[src/rtl/wrr_arbiter.sv]
// Weighted round-robin arbiter: registered one-hot grant, per-client burst of up to its weight,
// with a global stall that freezes all state.
module wrr_arbiter #(
  parameter int unsigned CLIENTS  = 8,
  parameter int unsigned WEIGHT_W = 4,
  parameter int unsigned IDX_W    = $clog2(CLIENTS)
) (
  input  logic                         clock,
  input  logic                         reset,
  input  logic [CLIENTS-1:0]           request,
  input  logic [CLIENTS*WEIGHT_W-1:0]  weight,
  input  logic                         stall,
  output logic [CLIENTS-1:0]           grant,
  output logic [IDX_W-1:0]             grant_id,
  output logic                         grant_valid
);

  logic [CLIENTS-1:0]  grant_q, grant_d;
  logic [IDX_W-1:0]    owner_q, owner_d;
  logic [IDX_W-1:0]    id_q, id_d;
  logic [WEIGHT_W-1:0] credit_q, credit_d;

  logic                found;
  logic [IDX_W-1:0]    win;
  logic [WEIGHT_W-1:0] win_weight;
  logic                cont;

  // Circular search starting just after the owner; the owner itself is visited last.
  always_comb begin
    int unsigned idx;
    found = 1'b0;
    win   = '0;
    idx   = 0;
    for (int unsigned i = 1; i <= CLIENTS; i++) begin
      idx = int'(owner_q) + i;
      if (idx >= CLIENTS) idx = idx - CLIENTS;
      if (!found && request[idx]) begin
        found = 1'b1;
        win   = IDX_W'(idx);
      end
    end
  end

  always_comb begin
    win_weight = weight[int'(win)*WEIGHT_W +: WEIGHT_W];
    cont       = grant_q[owner_q] && request[owner_q] && (credit_q > WEIGHT_W'(1));

    grant_d  = grant_q;
    owner_d  = owner_q;
    id_d     = id_q;
    credit_d = credit_q;

    if (cont) begin
      credit_d = credit_q - WEIGHT_W'(1);
    end else if (found) begin
      grant_d      = '0;
      grant_d[win] = 1'b1;
      owner_d      = win;
      id_d         = win;
      // A programmed weight of zero still buys one cycle.
      credit_d     = (win_weight == '0) ? WEIGHT_W'(1) : win_weight;
    end else begin
      grant_d = '0;
    end
  end

  always_ff @(posedge clock or posedge reset) begin
    if (reset) begin
      grant_q  <= '0;
      owner_q  <= IDX_W'(CLIENTS - 1);
      id_q     <= '0;
      credit_q <= '0;
    end else if (!stall) begin
      grant_q  <= grant_d;
      owner_q  <= owner_d;
      id_q     <= id_d;
      credit_q <= credit_d;
    end
  end

  assign grant       = grant_q;
  assign grant_id    = id_q;
  assign grant_valid = |grant_q;

endmodule

[config.mk]
export PLATFORM = sky130hd
export DESIGN_NAME = wrr_arbiter
export DESIGN_NICKNAME = d
export VERILOG_FILES = /design/src/rtl/wrr_arbiter.sv
export SDC_FILE = /design/constraint.sdc
export NUM_CORES = 1
export LEC_CHECK = 0
export ABC_AREA = 1
export CAP_MARGIN = 20
export CORE_MARGIN = 3
export CORE_UTILIZATION = 53
export CTS_CLUSTER_DIAMETER = 120
export DETAILED_ROUTE_END_ITERATION = 7
export PLACE_DENSITY = 0.86
export SLEW_MARGIN = 20
export SYNTH_ARGS = -nofsm -noshare
export SYNTH_HDL_FRONTEND = slang
export SYNTH_SLANG_ARGS = --single-unit
[constraint.sdc]
create_clock -name clock -period 7.4 [get_ports clock]
set_input_delay 1.48 -clock clock [delete_from_list [all_inputs] [get_ports clock]]
set_output_delay 1.48 -clock clock [all_outputs]
set_load 0.05 [all_outputs]
* Word-level counts from Yosys, hierarchy flattened
Index checks and enable logic that the tools add are counted.
Widths: inputs -> output; s select.
** Cells by class
- Reductions and logical operators :: 23
- $lt $le $gt $ge :: 20
- Bitwise logic cells :: 2
- Mux-type cells :: 50
- Shift-type cells :: 1
- Add/subtract/negate cells :: 17
** Operator list (number)
- $lt 32x4->1 const B :: 8
- $mux 32 :: 8
- $sub 4x4->5 const B :: 7
- $shiftx 32x6->4 :: 1
- $bmux 1 s3 :: 10
- $ge 4x4->1 const B :: 7
- $mux 3 :: 8
- $mux 1 :: 19
- $add 3x3->4 const B :: 4
- $mux 4 :: 3
- $logic_and 1x1->1 :: 10
- $add 3x2->4 const B :: 2
- $lt 3x4->1 const B :: 2
- $mux 8 :: 1
- $reduce_or 8->1 :: 1
- $logic_not 1->1 :: 7
- $sub 5x4->6 const B :: 1
- $add 3x4->5 const B :: 1
- $ge 5x4->1 const B :: 1
- $add 3x1->4 const B :: 1
- $gt 4x1->1 const B :: 1
- $logic_not 4->1 :: 1
- $reduce_and 2->1 :: 2
- $sub 4x1->4 const B :: 1
- other kinds (5) :: 6
** Storage, ports and cells
- Register bits after elaboration :: 18
- Word-level logic and storage cells :: 117
- Output and inout port bits :: 12
- Input bits :: 43

* Logic depth before layout (Yosys ltp)
- Depth in word-level cells :: 32
- Gate-level depth with buffers :: 24
- Gate-level depth less buffers :: 23

* Worst setup path after synthesis
OpenSTA, ideal clock, no wires.
- Path kind :: input to register
- Start point :: input request[2]
- End point :: register credit_q[3]
- Setup time :: 118 ps
- Path buffers :: 0
- Cell stages on the path :: 19
- Arrival :: 3212 ps
- Required time :: 7282 ps
- Slack :: 4070 ps
- Cell sequence :: nand2_1 nand3_1 nand3_1 nand2_2 nor2_8 nand3_1 nand2_1 inv_1 nor2_2 nand3_4 nand2_4 inv_2 nand2_1 nand2_1 nand2_1 nand2_1 nor2_1 nor2_1 a21o_1
** On the way
- Cells in the longest elaborated chain, start to end :: 29
- Elaborated cells on any way between the ends :: 57
- Those cells by class :: shift (1); mux (37); reduce/logical (19)
** RTL lines
- from (decl) :: line 10 : input logic [CLIENTS-1:0] request,
- $bmux 1 s3 :: line 37 : if (!found && request[idx]) begin
- $mux 1 (not written as such) :: line 37
- $mux 1 :: line 37
- $logic_not 1->1 :: line 37
- $logic_and 1x1->1 :: line 37
- $mux 1 :: line 37
- $logic_not 1->1 :: line 37
- $logic_and 1x1->1 :: line 37
- (+13 left out)
- $logic_not 1->1 :: line 37
- $logic_and 1x1->1 :: line 37
- $mux 3 :: line 37
- $shiftx 32x6->4 :: line 45 : win_weight = weight[int'(win)*WEIGHT_W +: WEIGHT_W];
- $logic_not 4->1 :: line 61 : credit_d = (win_weight == '0) ? WEIGHT_W'(1) : win_weight;
- $mux 4 :: line 61
- $mux 4 :: line 55 : end else if (found) begin
- $mux 4 :: line 53 : if (cont) begin
- to (signal assigned) :: line 77 : credit_q <= credit_d;
- to (decl) :: line 21 : logic [WEIGHT_W-1:0] credit_q, credit_d;
Several ways; a longest one is shown, not always the timed one. The select of a mux whose other input is x is not followed.
A chain may end at the register's enable or synchronous reset.

* Final worst setup path
- Start point :: register owner_q[1]
- End point :: register credit_q[3]
** On the way
- Cells in the longest elaborated chain, start to end :: 32
- Elaborated cells on any way between the ends :: 91
- Those cells by class :: add/sub (16); order compare (8); shift (1); mux (47); reduce/logical (19)
** RTL lines
- from (decl) :: line 19 : logic [IDX_W-1:0] owner_q, owner_d;
- from (signal assigned) :: line 70 : owner_q <= IDX_W'(CLIENTS - 1);
- from (signal assigned) :: line 75 : owner_q <= owner_d;
- $add 3x1->4 :: line 35 : idx = int'(owner_q) + i;
- $sub 4x4->5 / $ge 4x4->1 (equally long branches) :: line 36 : if (idx >= CLIENTS) idx = idx - CLIENTS;
- $mux 32 :: line 36
- $bmux 1 s3 :: line 37
- $mux 1 (not written as such) :: line 37
- $mux 1 :: line 37
- $logic_not 1->1 :: line 37
- $logic_and 1x1->1 :: line 37
- (+16 left out)
- $logic_not 1->1 :: line 37
- $logic_and 1x1->1 :: line 37
- $mux 3 :: line 37
- $shiftx 32x6->4 :: line 45
- $logic_not 4->1 :: line 61
- $mux 4 :: line 61
- $mux 4 :: line 55
- $mux 4 :: line 53
Several ways; a longest one is shown, not always the timed one. The select of a mux whose other input is x is not followed.

==> summary.md <==
| Metric | Value |
|---|---|
| Status | finished, final reports clean |
| H-tree Lvls | 1 |
| Post_cts resized | 0 |
| Commonest non-fill, non-tap cell in the layout | nand2_1 |
| DIE AREA | around 0.0045 mm² |
| Via-to-Cell Ratio | about 5.3 |
| Max transition margin | 55.11% |
| CTS root buf | clkbuf_8 |
| Num CTS Buffers | 3 |
| Longest Clk Path Bufs | 2 |
| Crit-path max FO | 19 |
| # diodes | 0 |
| # DRC | 0 |
| Most frequent cells in the layout | nand2_1 (140), clkdlybuf4s50_1 (54), inv_1 (41), nand3_1 (41), nor2_1 (31) |
| Vias | around 2300 |
| Area grow syn2layout | 30.21% |
| First-pass GRT wire length | 8976 µm |
| Warnings, synthesis | 0 |
| Final setup TNS | 0 ns |
| Startpoint Class | flip-flop |
| Hold WC Path Type | flip-flop to flip-flop |
| Slew at the pin closest to its max-slew limit | 0.6726 ns |
| Fin. max-slew vios | 0 |
| Worst Setup SP | owner_q[1]$_DFFE_PP1P_ |
| Fin crit period | 3.965 ns |
| HPWL Detailed | 4401 µm |
| Hold_sp | grant_id[1]$_DFFE_PP0P_ |
| Final setup violation count | 0 |
| Core Box Area | 0.003468 mm² |
| Maxcap violations | 0 |
| Rows | 21 |
| Postcts setup bufs | 0 |
| Hold Path Cell Cnt | 2 |
| Netlist Area Pre-Place | 0.001988 mm² |
| Vias in the first global route | 2022 |
| Die Span Y | 67.25 µm |
| Initial Util | 57.32% |
| Reg2reg path depth | 21 |
| Routed wire length | 5458 µm |
| RSZ-0062 raised after global routing | false |
| Layout cells sized above 1 | a little under 6% |
| Fin crit share | 53.58% |
| Worst path arrival time | 4.11 ns |
| Nets | 442 |
| Cell count after synthesis | 341 |
| Final ANT Viol Nets | 0 |
| Die W | a little under 70 µm |
| Distinct cell type count after synthesis | 34 |
| CTS Sinks | 18 |
| Setup CP Type | flip-flop to flip-flop |
| FMAX | between 0.2 and 0.3 GHz |
| DR pass1 iterations | 5 |
| Largest net degree at the start of global routing | 20 |
| Average wire per standard cell | 12.40 µm |
| Reg2reg start | owner_q[1]$_DFFE_PP1P_ |
| CTS tree | done |
| Port Buf Inserts | 54 |
| GR Util All Layers | 25.41% |
| Endpoints failing hold | 0 |
| Syn Nets | 388 |
| GR Overflow Total | 0 |
| Initial antenna violation count | 0 |
| CTS clk-pin slew, worst paths | 0.06 ns |
| Ports | 55 |
| Crit end category | flip-flop |
| Post-CTS Hold Buffers | 0 |
| Sequential-to-total area share from yosys stat | 22.84% |
| WP data required | 7.55 ns |
| Skew final | 0.007754 ns |
| Clock Latency Late Sink | 0.26 ns |
| Syn_area_per_cell | 5.830 µm² |
| 1st-iter DRT viols | 223 |
| Synthesis-stage register bit count | 18 |
| GP Congestion | between 0.8 and 0.9 |
## flip-flops by register name, summed over array words and instances (netlist names)
name,flops
credit_q,4
grant,8
grant_id,3
owner_q,3
## cell usage after synthesis
| master | count | area, µm² |
|---|---|---|
| a31oi_1 | 1 | 6.260 |
| xnor2_1 | 2 | 17.52 |
| o21ai_1 | 3 | 15.01 |
| clkinv_1 | 1 | 3.750 |
| nor3_1 | 3 | 15.01 |
| inv_1 | 41 | 153.9 |
| nand2_4 | 2 | 22.52 |
| nor2_8 | 1 | 20.02 |
| nand3_4 | 1 | 17.52 |
| dfrtp_1 | 15 | 375.4 |
| o22ai_1 | 6 | 37.54 |
| ha_1 | 4 | 50.05 |
| nor4_1 | 1 | 6.260 |
| o21ai_0 | 14 | 70.07 |
| nor2_2 | 3 | 18.77 |
| nor2_4 | 1 | 11.26 |
| nand3b_1 | 3 | 22.52 |
| nand2_1 | 140 | 525.5 |
| buf_2 | 1 | 5.000 |
| inv_2 | 3 | 11.26 |
| buf_4 | 2 | 15.01 |
| nor2_1 | 31 | 116.4 |
| nand4_4 | 1 | 21.27 |
| nand3_2 | 3 | 30.03 |
| a21oi_1 | 5 | 25.02 |
| a21o_1 | 1 | 7.510 |
| nand3b_4 | 1 | 20.02 |
| nand2_2 | 1 | 6.260 |
| a41oi_1 | 1 | 8.760 |
| o2111ai_1 | 2 | 17.52 |
| dfstp_2 | 3 | 78.83 |
| nand3_1 | 41 | 205.2 |
| buf_6 | 2 | 22.52 |
| xor2_1 | 1 | 8.760 |
## critical path, cell delays in order (launching register included)
cell and delay (ns):
dfstp_2 0.67, clkinv_1 0.34, ha_1 0.51, inv_1 0.24, nand3_1 0.10, nand2_1 0.11
nor2_1 0.07, nor2_2 0.26, nand3_1 0.20, nand2_1 0.11, inv_1 0.05, nor2_2 0.13
nand3_4 0.13, nand2_4 0.19, inv_2 0.12, nand2_1 0.07, nand2_1 0.04, nand2_1 0.05
nand2_1 0.05, nor2_1 0.15, nor2_1 0.06, a21o_1 0.15
## logic make-up after synthesis
family | after synthesis | synth area share, %
fa+ha+maj | 4 | 2.517
xor+xnor | 3 | 1.322
buf+inv | 50 | 10.63
compound gates | 33 | 9.440
flops | 18 | 22.84
simple gates | 233 | 53.24
## worst paths after layout
check	end	slack, ns
worst max register to register	credit_q[3]$_DFFE_PP0P_	3.44
worst min register to register	grant_id[1]$_DFFE_PP0P_	0.48
min in group asynchronous	grant[5]$_DFFE_PP0P_	1.62
worst min-delay path	grant_id[1]$_DFFE_PP0P_	0.48
worst max-delay path	credit_q[3]$_DFFE_PP0P_	3.44
max in group asynchronous	credit_q[0]$_DFFE_PP0P_	5.35
## area by class of cell
class	count	area (µm²)
clock buffers	4	45.04
fillers	312	879.6
inverters	45	168.9
multi-input cells	273	1323
flip-flops and latches	18	454.2
well taps	46	57.56
repair buffers	54	540.5
## routing by layer
layer | vias up | global-route usage, % | wire, µm
li1 | 1193 | - | -
met5 | - | 0 | 0
met1 | 1018 | 34.39 | 2426
met4 | 0 | 3.797 | 66
met2 | 115 | 42.70 | 2509
met3 | 6 | 4.992 | 456
## per-stage QoR
| stage | worst slack [ns] | area, µm² | instances | util (%) | hold WS [ns] |
|---|---|---|---|---|---|
| 2_1_floorplan | 4.070 | 1988 | 341 | - | 0.5123 |
| 3_3_place_gp | 3.291 | 2544 | 436 | 73.34 | 0.4635 |
| 3_5_place_dp | 3.220 | 2544 | 436 | 73.34 | 0.4661 |
| 4_1_cts | 3.472 | 2589 | 440 | 74.64 | 0.4842 |
| 5_1_grt | 3.099 | 2589 | 440 | 74.64 | 0.4912 |
| 6_report | 3.435 | 2589 | 440 | 74.64 | 0.4820 |
Power is left out: the tool's default activity adds up to more than one toggle a clock period on the data nets, which glitch-free logic cannot reach.
